**src/rtl/serial_frame_tx_if.sv**
```systemverilog
`default_nettype none
// ============================================================================
// Module      : serial_frame_tx_if
// Description : Payload valid/ready handshake into the serial frame transmitter.
// Revision    : 1.0 - initial release
// ============================================================================
interface serial_frame_tx_if #(
    parameter int DATA_W = 8
);
    logic              in_valid;
    logic [DATA_W-1:0] in_data;
    logic              in_ready;

    modport master (
        output in_valid,
        output in_data,
        input  in_ready
    );

    modport slave (
        input  in_valid,
        input  in_data,
        output in_ready
    );
endinterface
`default_nettype wire

```
**src/rtl/serial_frame_tx.sv**
```systemverilog
`default_nettype none
// ============================================================================
// Module      : serial_frame_tx
// Description : Sends a sync pattern then the latched payload MSB first on a
//               one-bit line, followed by a low gap bit. Define
//               SERIAL_FRAME_TX_PARITY_EN to append an even-parity bit.
// Revision    : 1.0 - initial release
// ============================================================================
module serial_frame_tx #(
    parameter int                DATA_W   = 8,
    parameter int                SYNC_W   = 5,
    parameter logic [SYNC_W-1:0] SYNC_PAT = 5'b10110
) (
    input  wire logic        clk,
    input  wire logic        rst,
    serial_frame_tx_if.slave in_if,
    output logic             data_out,
    output logic             frame_active,
    output logic             done
);

    localparam int c_max_w = (DATA_W > SYNC_W) ? DATA_W : SYNC_W;
    localparam int c_cnt_w = $clog2(c_max_w);

    localparam logic [c_cnt_w-1:0] c_sync_last = c_cnt_w'(SYNC_W - 1);
    localparam logic [c_cnt_w-1:0] c_data_last = c_cnt_w'(DATA_W - 1);
    localparam logic [c_cnt_w-1:0] c_cnt_one   = c_cnt_w'(1);

`ifdef SERIAL_FRAME_TX_PARITY_EN
    typedef enum logic [2:0] {
        ST_IDLE   = 3'd0,
        ST_SYNC   = 3'd1,
        ST_DATA   = 3'd2,
        ST_GAP    = 3'd3,
        ST_PARITY = 3'd4
    } state_t;
`else
    typedef enum logic [1:0] {
        ST_IDLE = 2'd0,
        ST_SYNC = 2'd1,
        ST_DATA = 2'd2,
        ST_GAP  = 2'd3
    } state_t;
`endif

    state_t              state_q, state_d;
    logic [c_cnt_w-1:0]  cnt_q, cnt_d;
    logic [DATA_W-1:0]   shift_q, shift_d;
    logic                data_out_q, data_out_d;
    logic                frame_active_q, frame_active_d;
    logic                done_q, done_d;
    logic [SYNC_W-1:0]   w_sync_shifted;
`ifdef SERIAL_FRAME_TX_PARITY_EN
    logic                parity_q, parity_d;
`endif

    // Shifting the pattern keeps the select generic when the counter is
    // wider than the sync pattern index.
    assign w_sync_shifted = SYNC_PAT >> cnt_q;

    always_comb begin
        state_d        = state_q;
        cnt_d          = cnt_q;
        shift_d        = shift_q;
        data_out_d     = 1'b0;
        frame_active_d = 1'b0;
        done_d         = 1'b0;
`ifdef SERIAL_FRAME_TX_PARITY_EN
        parity_d       = parity_q;
`endif
        case (state_q)
            ST_IDLE: begin
                if (in_if.in_valid) begin
                    shift_d  = in_if.in_data;
                    cnt_d    = c_sync_last;
`ifdef SERIAL_FRAME_TX_PARITY_EN
                    parity_d = ^in_if.in_data;
`endif
                    state_d  = ST_SYNC;
                end
            end
            ST_SYNC: begin
                data_out_d     = w_sync_shifted[0];
                frame_active_d = 1'b1;
                if (cnt_q == '0) begin
                    cnt_d   = c_data_last;
                    state_d = ST_DATA;
                end else begin
                    cnt_d = cnt_q - c_cnt_one;
                end
            end
            ST_DATA: begin
                data_out_d     = shift_q[DATA_W-1];
                frame_active_d = 1'b1;
                shift_d        = {shift_q[DATA_W-2:0], 1'b0};
                if (cnt_q == '0) begin
`ifdef SERIAL_FRAME_TX_PARITY_EN
                    state_d = ST_PARITY;
`else
                    state_d = ST_GAP;
`endif
                end else begin
                    cnt_d = cnt_q - c_cnt_one;
                end
            end
`ifdef SERIAL_FRAME_TX_PARITY_EN
            ST_PARITY: begin
                data_out_d     = parity_q;
                frame_active_d = 1'b1;
                state_d        = ST_GAP;
            end
`endif
            ST_GAP: begin
                done_d  = 1'b1;
                state_d = ST_IDLE;
            end
            default: begin
                state_d = ST_IDLE;
            end
        endcase
    end

    always_ff @(posedge clk) begin
        if (rst) begin
            state_q        <= ST_IDLE;
            cnt_q          <= '0;
            shift_q        <= '0;
            data_out_q     <= 1'b0;
            frame_active_q <= 1'b0;
            done_q         <= 1'b0;
`ifdef SERIAL_FRAME_TX_PARITY_EN
            parity_q       <= 1'b0;
`endif
        end else begin
            state_q        <= state_d;
            cnt_q          <= cnt_d;
            shift_q        <= shift_d;
            data_out_q     <= data_out_d;
            frame_active_q <= frame_active_d;
            done_q         <= done_d;
`ifdef SERIAL_FRAME_TX_PARITY_EN
            parity_q       <= parity_d;
`endif
        end
    end

    // Ready is decoded combinationally so it drops in the same cycle as rst.
    assign in_if.in_ready = (state_q == ST_IDLE) && !rst;
    assign data_out       = data_out_q;
    assign frame_active   = frame_active_q;
    assign done           = done_q;

endmodule
`default_nettype wire

```
**src/flat_wrapper.sv**
```systemverilog
// flat-port wrapper written by rule: the top's interface ports become plain ports
module serial_frame_tx_flat 
#(
    parameter int                DATA_W   = 8,
    parameter int                SYNC_W   = 5,
    parameter logic [SYNC_W-1:0] SYNC_PAT = 5'b10110
)
  (clk, rst, data_out, frame_active, done, in_if_in_valid, in_if_in_data, in_if_in_ready);
  serial_frame_tx_if #(.DATA_W(DATA_W)) in_if_i ();
  input  wire logic clk;
  input  wire logic rst;
  output logic data_out;
  output logic frame_active;
  output logic done;
  input wire logic [$bits(in_if_i.in_valid)-1:0] in_if_in_valid;
  input wire logic [$bits(in_if_i.in_data)-1:0] in_if_in_data;
  output wire logic [$bits(in_if_i.in_ready)-1:0] in_if_in_ready;
  assign in_if_i.in_valid = in_if_in_valid;
  assign in_if_i.in_data = in_if_in_data;
  assign in_if_in_ready = in_if_i.in_ready;
  serial_frame_tx #(.DATA_W(DATA_W), .SYNC_W(SYNC_W), .SYNC_PAT(SYNC_PAT)) u_core (.clk(clk), .rst(rst), .in_if(in_if_i), .data_out(data_out), .frame_active(frame_active), .done(done));
endmodule
```
**config.mk**
```make
export PLATFORM = sky130hd
export DESIGN_NAME = serial_frame_tx_flat
export DESIGN_NICKNAME = d
export VERILOG_FILES = /design/src/rtl/serial_frame_tx_if.sv /design/src/rtl/serial_frame_tx.sv /design/src/flat_wrapper.sv
export SDC_FILE = /design/constraint.sdc
export NUM_CORES = 1
export LEC_CHECK = 0
export ABC_CLOCK_PERIOD_IN_PS = 1700
export CORE_ASPECT_RATIO = 1.4
export CORE_UTILIZATION = 45
export DETAILED_ROUTE_END_ITERATION = 16
export HOLD_SLACK_MARGIN = 0.1
export PLACE_DENSITY = 0.71
export SKIP_CTS_REPAIR_TIMING = 1
export SLEW_MARGIN = 25
export SYNTH_ARGS = -nofsm -noshare
export SYNTH_HDL_FRONTEND = slang
export SYNTH_SLANG_ARGS = --single-unit
```
**constraint.sdc**
```tcl
create_clock -name clk -period 1.7 [get_ports clk]
set_clock_uncertainty 0.15 [all_clocks]
set_input_delay 0.34 -clock clk [delete_from_list [all_inputs] [get_ports clk]]
set_output_delay 0.34 -clock clk [all_outputs]
set_load 0.1 [all_outputs]
```
Yosys cells after proc, flatten, opt, wreduce, memory -nomap -nowiden
Cells that the tools add are included.
Word-level totals
  ROM bits: 0
  register bits: 16
  input bits: 11
  logic and storage cells: 38
  output and inout port bits: 4
  bits in latches: 0
  memories kept: 0
  memory bits (writable): 0
Operators by class
  $lt $le $gt $ge: 0
  add/subtract/negate cells: 1
  eq/ne operators: 7
  bitwise gates (word level): 0
  shift operators: 1
  mux-type cells: 13
  divide/modulo/power cells: 0
  reductions and logical operators: 10
  $mul: 0
Operators with widths (count)
  $pmux 8 s2: 1
  $mux 3: 3
  $pmux 3 s3: 1
  $mux 8: 1
  $pmux 2 s4: 1
  $mux 2: 3
  $reduce_and 3->1: 2
  $shr 5x3->1 const A: 1
  $eq 2x2->1 const B: 2
  $ne 2x1->1 const B: 2
  $ne 2x2->1 const B: 2
  $logic_not 3->1: 1
  $reduce_bool 3->1: 1
  $sub 3x1->3 const B: 1
  $eq 2x1->1 const B: 1
  $logic_not 2->1: 1
  $mux 1: 2
  $pmux 1 s2: 1
  $reduce_and 2->1: 1
  $reduce_bool 2->1: 1
  $reduce_or 2->1: 1
  $logic_and 1x1->1: 1
  $logic_not 1->1: 1

Longest topological paths before layout
  word-level depth: 3
  depth in mapped cells: 6
  depth with buffers taken out: 6

Worst setup path before layout
Ideal clock, no wire load.
  kind: flip-flop to output port
  from: register u_core.state_q[0]
  to: output port in_if_in_ready
  required time: 1210 ps
  buffers on the path: 0
  data arrival time: 2064 ps
  cell stages (with the launch flop): 4
  path slack: -854 ps
  path through: dfxtp_1 > inv_1 > ha_1 > nor2b_1
Between the ends
  word-level cells in the longest chain between the ends: 2
Ends and longest elaborated chain
  start: declaration: line serial_frame_tx.sv:46  | state_t state_q, state_d;
  start signal: assignment: line serial_frame_tx.sv:135  | state_q <= state_d;
  $logic_not 2->1: line serial_frame_tx.sv:148  | assign in_if.in_ready = (state_q == ST_IDLE) && !rst;
  $logic_and 1x1->1: line serial_frame_tx.sv:148
  end: declaration: line flat_wrapper.sv:17  | output wire logic [$bits(in_if_i.in_ready)-1:0] in_if_in_ready;
Every way passes these cells.

Final worst setup path
  from: register u_core.state_q[1]
  to: output port in_if_in_ready
The elaborated chain is that of the path after synthesis.

==> results.md <==
* Worst path top cell family by delay: flip-flops
* Total grt overflow at 0
* Total clock sinks at 16
* Global-route wire length before repair at 2410 um
* Cell Chain, Critical Path: inv_4 > ha_4 > nor2b_4 > buf_12
* Post-Syn Area at 831 um^2
* CP bufs+invs at 2
* Tmin final at 1.72 ns
* Final wirelength at 1520 um
* Final HPWL DP at 1120 um
* Slowest cell on crit path: dfxtp_4
* Post-synth ARST share at 0%
* Initial Utilization at 47.3%
* Clk root buf: clkbuf_4
* P_leak at 0.449 nW
* Initial antenna violation count at 0
* Most frequent cells after synthesis: 16 x dfxtp_1, 13 x nor2_1, 11 x mux2i_1
* Worst-path clk slew at 0.09 ns
* Final Max Tran Viols at 0
* Initial DRC count at 1
* Endpoints failing setup at 1
* Fin crit share at 101%
* Synth Area per Inst at 10.1 um^2
* RSZ-0062 raised after global routing: yes
* H-Tree Depth at 1
* Worst slack at placement at -0.0920 ns
* CTS max path bufs at 2
* Synth area leaders: dfxtp_1 39%, mux2i_1 13%, ha_1 11%
* Peak supply drop at 0.918 mV
* Die H at 52.8 um
* Core footprint at 1760 um^2
* Cells after synthesis at 82
* Die X at 38.3 um
* Yosys warning total at 0
* Worst EP arrival at 1.23 ns
* Largest net degree at the start of global routing at 16
* Sequential area share after synthesis at 38.6%
* Area leader, netlist: dfxtp_1
* Synth Register Bits at 16
* Post-Syn Nets at 100
* Post-route ant nets at 0
* Clk_lat worst skew at 0.28 ns
* Max incr delay on CP at 0.37 ns
* Die Area at 2020 um^2
* Setup crit end kind: output pin
* CP startpoint kind: register
* Hold Path Class: register to register
* DR vias at 664
* Row count at 18
* Power Total at 2.20 mW
* Worst Setup Path Type: register to output pin
* Avg Vias per Cell at 5.40
* Input/output buffers at 14
* FILL cells at 152
* Ys flop type: dfxtp_1
* WL/cell at 12.3 um
* Fin nets at 123
* GPL Wtd Cong at 0.706
* CTS tree: done
* Share of layout cells above drive strength 1 at 27.2%
* Number of buffers created by CTS at 3
* Post-route setup slack at -0.0176 ns
* Synth top area share at 38.6%
* Top Ports at 15
* Outcome: finished with violations
* Failing checks: setup timing
* Peak Freq at 582 MHz
* Diodes inserted at 0
* Drt first pass iters at 2
* Number of global-route vias before repair at 591
* Top-count cell post-synth: dfxtp_1
* Yosys cell types at 22
* Crit-path max FO at 4
* Max Cap Viol at 0
* Required time of the critical path at 1.21 ns
* Slew at the pin with the worst max-slew slack at 0.340 ns
* EDFF count, synth at 0
* Slew headroom at 77.4%
* Power Density at 1950 nW/um^2
* Drt drc at 0
* Total GRT Usage at 17.3%
* Final hold violations at 0
* Layout area overhead at 35.7%
## stage by stage
stage	TNS (ns)	hold WS (ns)	cells	cell area (um^2)	utilization [%]
6_report	-0.0176	0.357	123	1130	64.2
2_1_floorplan	0	0.262	82	841	-
3_3_place_gp	-0.164	0.331	117	1050	60.0
3_5_place_dp	-0.287	0.344	117	1050	60.0
5_1_grt	-0.0828	0.391	123	1130	64.2
4_1_cts	-0.232	0.361	120	1080	61.3
## tightest hold or removal path: cells and delay by family, from the launching register on
kind          cells  cell delay (ns)
flops             1             0.34
simple gates      1             0.07
mux               1             0.06
## cells in the final DEF, fill, tap and decap left out, types with 2 or more instances in the layout
cell type,n
ha_2,2
clkdlybuf4s50_1,10
nor2b_4,2
a21oi_1,2
dfxtp_2,2
buf_12,4
clkbuf_4,3
inv_1,3
mux2i_1,11
nor2_1,13
a211oi_1,9
dfxtp_1,13
buf_4,7
ha_1,4
nor2b_1,4
## sequential cells by signal, indices dropped and copies added, names as in the netlist
name and flops:
u_core.shift_q 8, u_core.cnt_q 3, u_core.state_q 2, u_core.data_out 1
u_core.done 1, u_core.frame_active 1
## cells by family after synthesis
group	synth area share, %
fa+ha+maj	10.5
buf+inv	4.97
compound gates	17.3
simple gates	12.2
flops	38.6
mux	16.4
## layer usage
| metal | wire [um] | track usage [%] | vias up |
|---|---|---|---|
| met4 | 18 | 10.7 | 0 |
| met5 | 0 | 0 | - |
| met1 | 660 | 19.5 | 311 |
| met2 | 784 | 28.2 | 12 |
| li1 | - | - | 337 |
| met3 | 56 | 3.83 | 4 |
## layout make-up
cell class | instances | area [um^2] | share of cell area [%]
sequential | 16 | 327 | 29.0
timing repair buffer | 21 | 233 | 20.6
tap | 20 | 25.0 | 2.22
clock buffer | 3 | 22.5 | 2.00
multi-input combinational | 58 | 499 | 44.3
inverter | 5 | 21.3 | 1.89
## final timing paths
check / startpoint / to / slack (ns) / depth (start not counted)
max reg2reg: u_core.state_q[0]$_SDFFE_PP0P_ / u_core.state_q[1]$_SDFFE_PP0P_ / 0.07 / 6
min: u_core.shift_q[0]$_SDFFE_PP0P_ / u_core.shift_q[0]$_SDFFE_PP0P_ / 0.36 / 2
min reg2reg: u_core.shift_q[0]$_SDFFE_PP0P_ / u_core.shift_q[0]$_SDFFE_PP0P_ / 0.36 / 2
max: u_core.state_q[1]$_SDFFE_PP0P_ / in_if_in_ready / -0.02 / 4
## where the power goes
| group | switching [mW] | total (mW) | internal [mW] |
|---|---|---|---|
| Clock | 0.116 | 0.198 | 0.0823 |
| Combinational | 0.708 | 1.38 | 0.668 |
| Sequential | 0.106 | 0.629 | 0.523 |
| Total | 0.930 | 2.20 | 1.27 |
Note: power is estimated with default switching activity, not from simulation.
==> edit, RTL diff (same flow settings) <==
Take the reset off `shift_q` and load it in a clocked block of its own.
--- a/src/rtl/serial_frame_tx.sv
+++ b/src/rtl/serial_frame_tx.sv
@@ -125,5 +125,4 @@
             state_q        <= ST_IDLE;
             cnt_q          <= '0;
-            shift_q        <= '0;
             data_out_q     <= 1'b0;
             frame_active_q <= 1'b0;
@@ -135,5 +134,4 @@
             state_q        <= state_d;
             cnt_q          <= cnt_d;
-            shift_q        <= shift_d;
             data_out_q     <= data_out_d;
             frame_active_q <= frame_active_d;
@@ -143,4 +141,8 @@
 `endif
         end
+    end
+
+    always_ff @(posedge clk) begin
+        shift_q <= shift_d;
     end
 
Formal check against the unedited RTL: same outputs for any inputs over 10 cycles, from zero or initial values and one cycle with rst high; that may be too few to reach the edited logic, so the function may still have changed.
==> edit against the unedited design <==
  * The flow still finishes with violations (negative setup slack)
  * Critical path depth is 1 higher
  * Final area rose by 1.0%
  * Setup slack worse by 0.016 ns
  * Routed wire length shrank 4.9%
  * Synthesized cell count fell by 22%
  * Synthesized area is 3.0% lower
  * Global-route usage is 0.64 points higher
  * Worst hold slack better by 0.010 ns
  * Sequential cell count is the same
  * Total power shrank 1.5%
  * Critical endpoint unchanged
==> edit: results (changes against the unedited design) <==
metric;value;unit;change
status;finished with violations;;
violations;negative setup slack;;
startpoint;u_core.state_q[0];;
place_congestion;0.7621;;+8.0%
ys_types;20;;-9.1%
synth.top_cells.by_count;mux2_2, dfxtp_1, edfxtp_1, ha_1;;
reg2regPathDepth;7;;+1
setup_ws;-0.03395;ns;-0.01630 ns
grt_pass1_vias;531;;-10%
track_usage;0.1789;;+0.006415
wirelength;1444;um;-4.9%
crit_slowest_cell;dfxtp_2;;
synth_area_leaders;edfxtp_1, dfxtp_1, mux2_2;;
grt_pass1_wl;2373;um;-1.5%
dp_hpwl;1059;um;-5.4%
holdPathEnd;u_core.cnt_q[1];;
synthAdderAreaFrac;0.1087;;+0.003274
holdWs;0.3674;ns;+0.01029 ns
nFillCells;120;;-21%
ir_worst_vdd;1.057;mV;+15%
grt_start_max_net_pins;10;;-6
finalSetupViolCount;1;;unchanged
synth_edf_count;8;;+8
yosysSeqAreaShare;0.4969;;+0.1114
relSlewSlack;0.7911;;+0.01755
## edit: cell types whose count changed after synthesis, moves of 7 or more
cell,before,now
a211oi_1,9,2
dfxtp_1,16,8
edfxtp_1,0,8
mux2_2,1,9
mux2i_1,11,3
nor2_1,13,5
## edit: cells by family (layout without fill, tap and decap cells)
| logic type | count (synthesis) | in the layout |
|---|---|---|
| buf+inv | 6 | 32 |
| mux | 12 | 12 |
| simple gates | 13 | 13 |
| flops | 16 | 16 |
| fa+ha+maj | 7 | 7 |
| compound gates | 10 | 10 |
## edit: where the power goes
part,leakage [nW],switching (mW),internal (mW)
combinational,0.285,0.662,0.643
clock,0.0154,0.112,0.0853
sequential,0.143,0.0816,0.586
total,0.443,0.856,1.31
## edit: tightest hold or removal path, delay by kind of cell, from the launching register on
family        cells  cell delay, ns
mux               1            0.07
simple gates      1            0.07
flops             1            0.34
## edit: cell type report
class                           count  share of cell area
Inverter                            5             0.01648
Clock buffer                        3             0.01978
Multi-Input combinational cell     42              0.3604
Tap cell                           19             0.02088
Sequential cell                    16              0.3549
Clock inverter                      1            0.003297
Timing Repair Buffer               23              0.2242
## edit: through the flow
stage,instance area (um^2),instances,power [mW]
finish,1139,109,2.170
global route,1139,109,2.329
CTS,1079,105,2.034
detailed placement,1052,101,1.822
global placement,1052,101,1.798
floorplan,815.8,64,1.471
## edit: metal layers
metal,vias up,GRT usage,wire length [um]
met2,12,0.2902,767
li1,282,-,-
met5,-,0,0
met4,0,0.1250,44
met1,265,0.2099,601
met3,5,0.02564,31
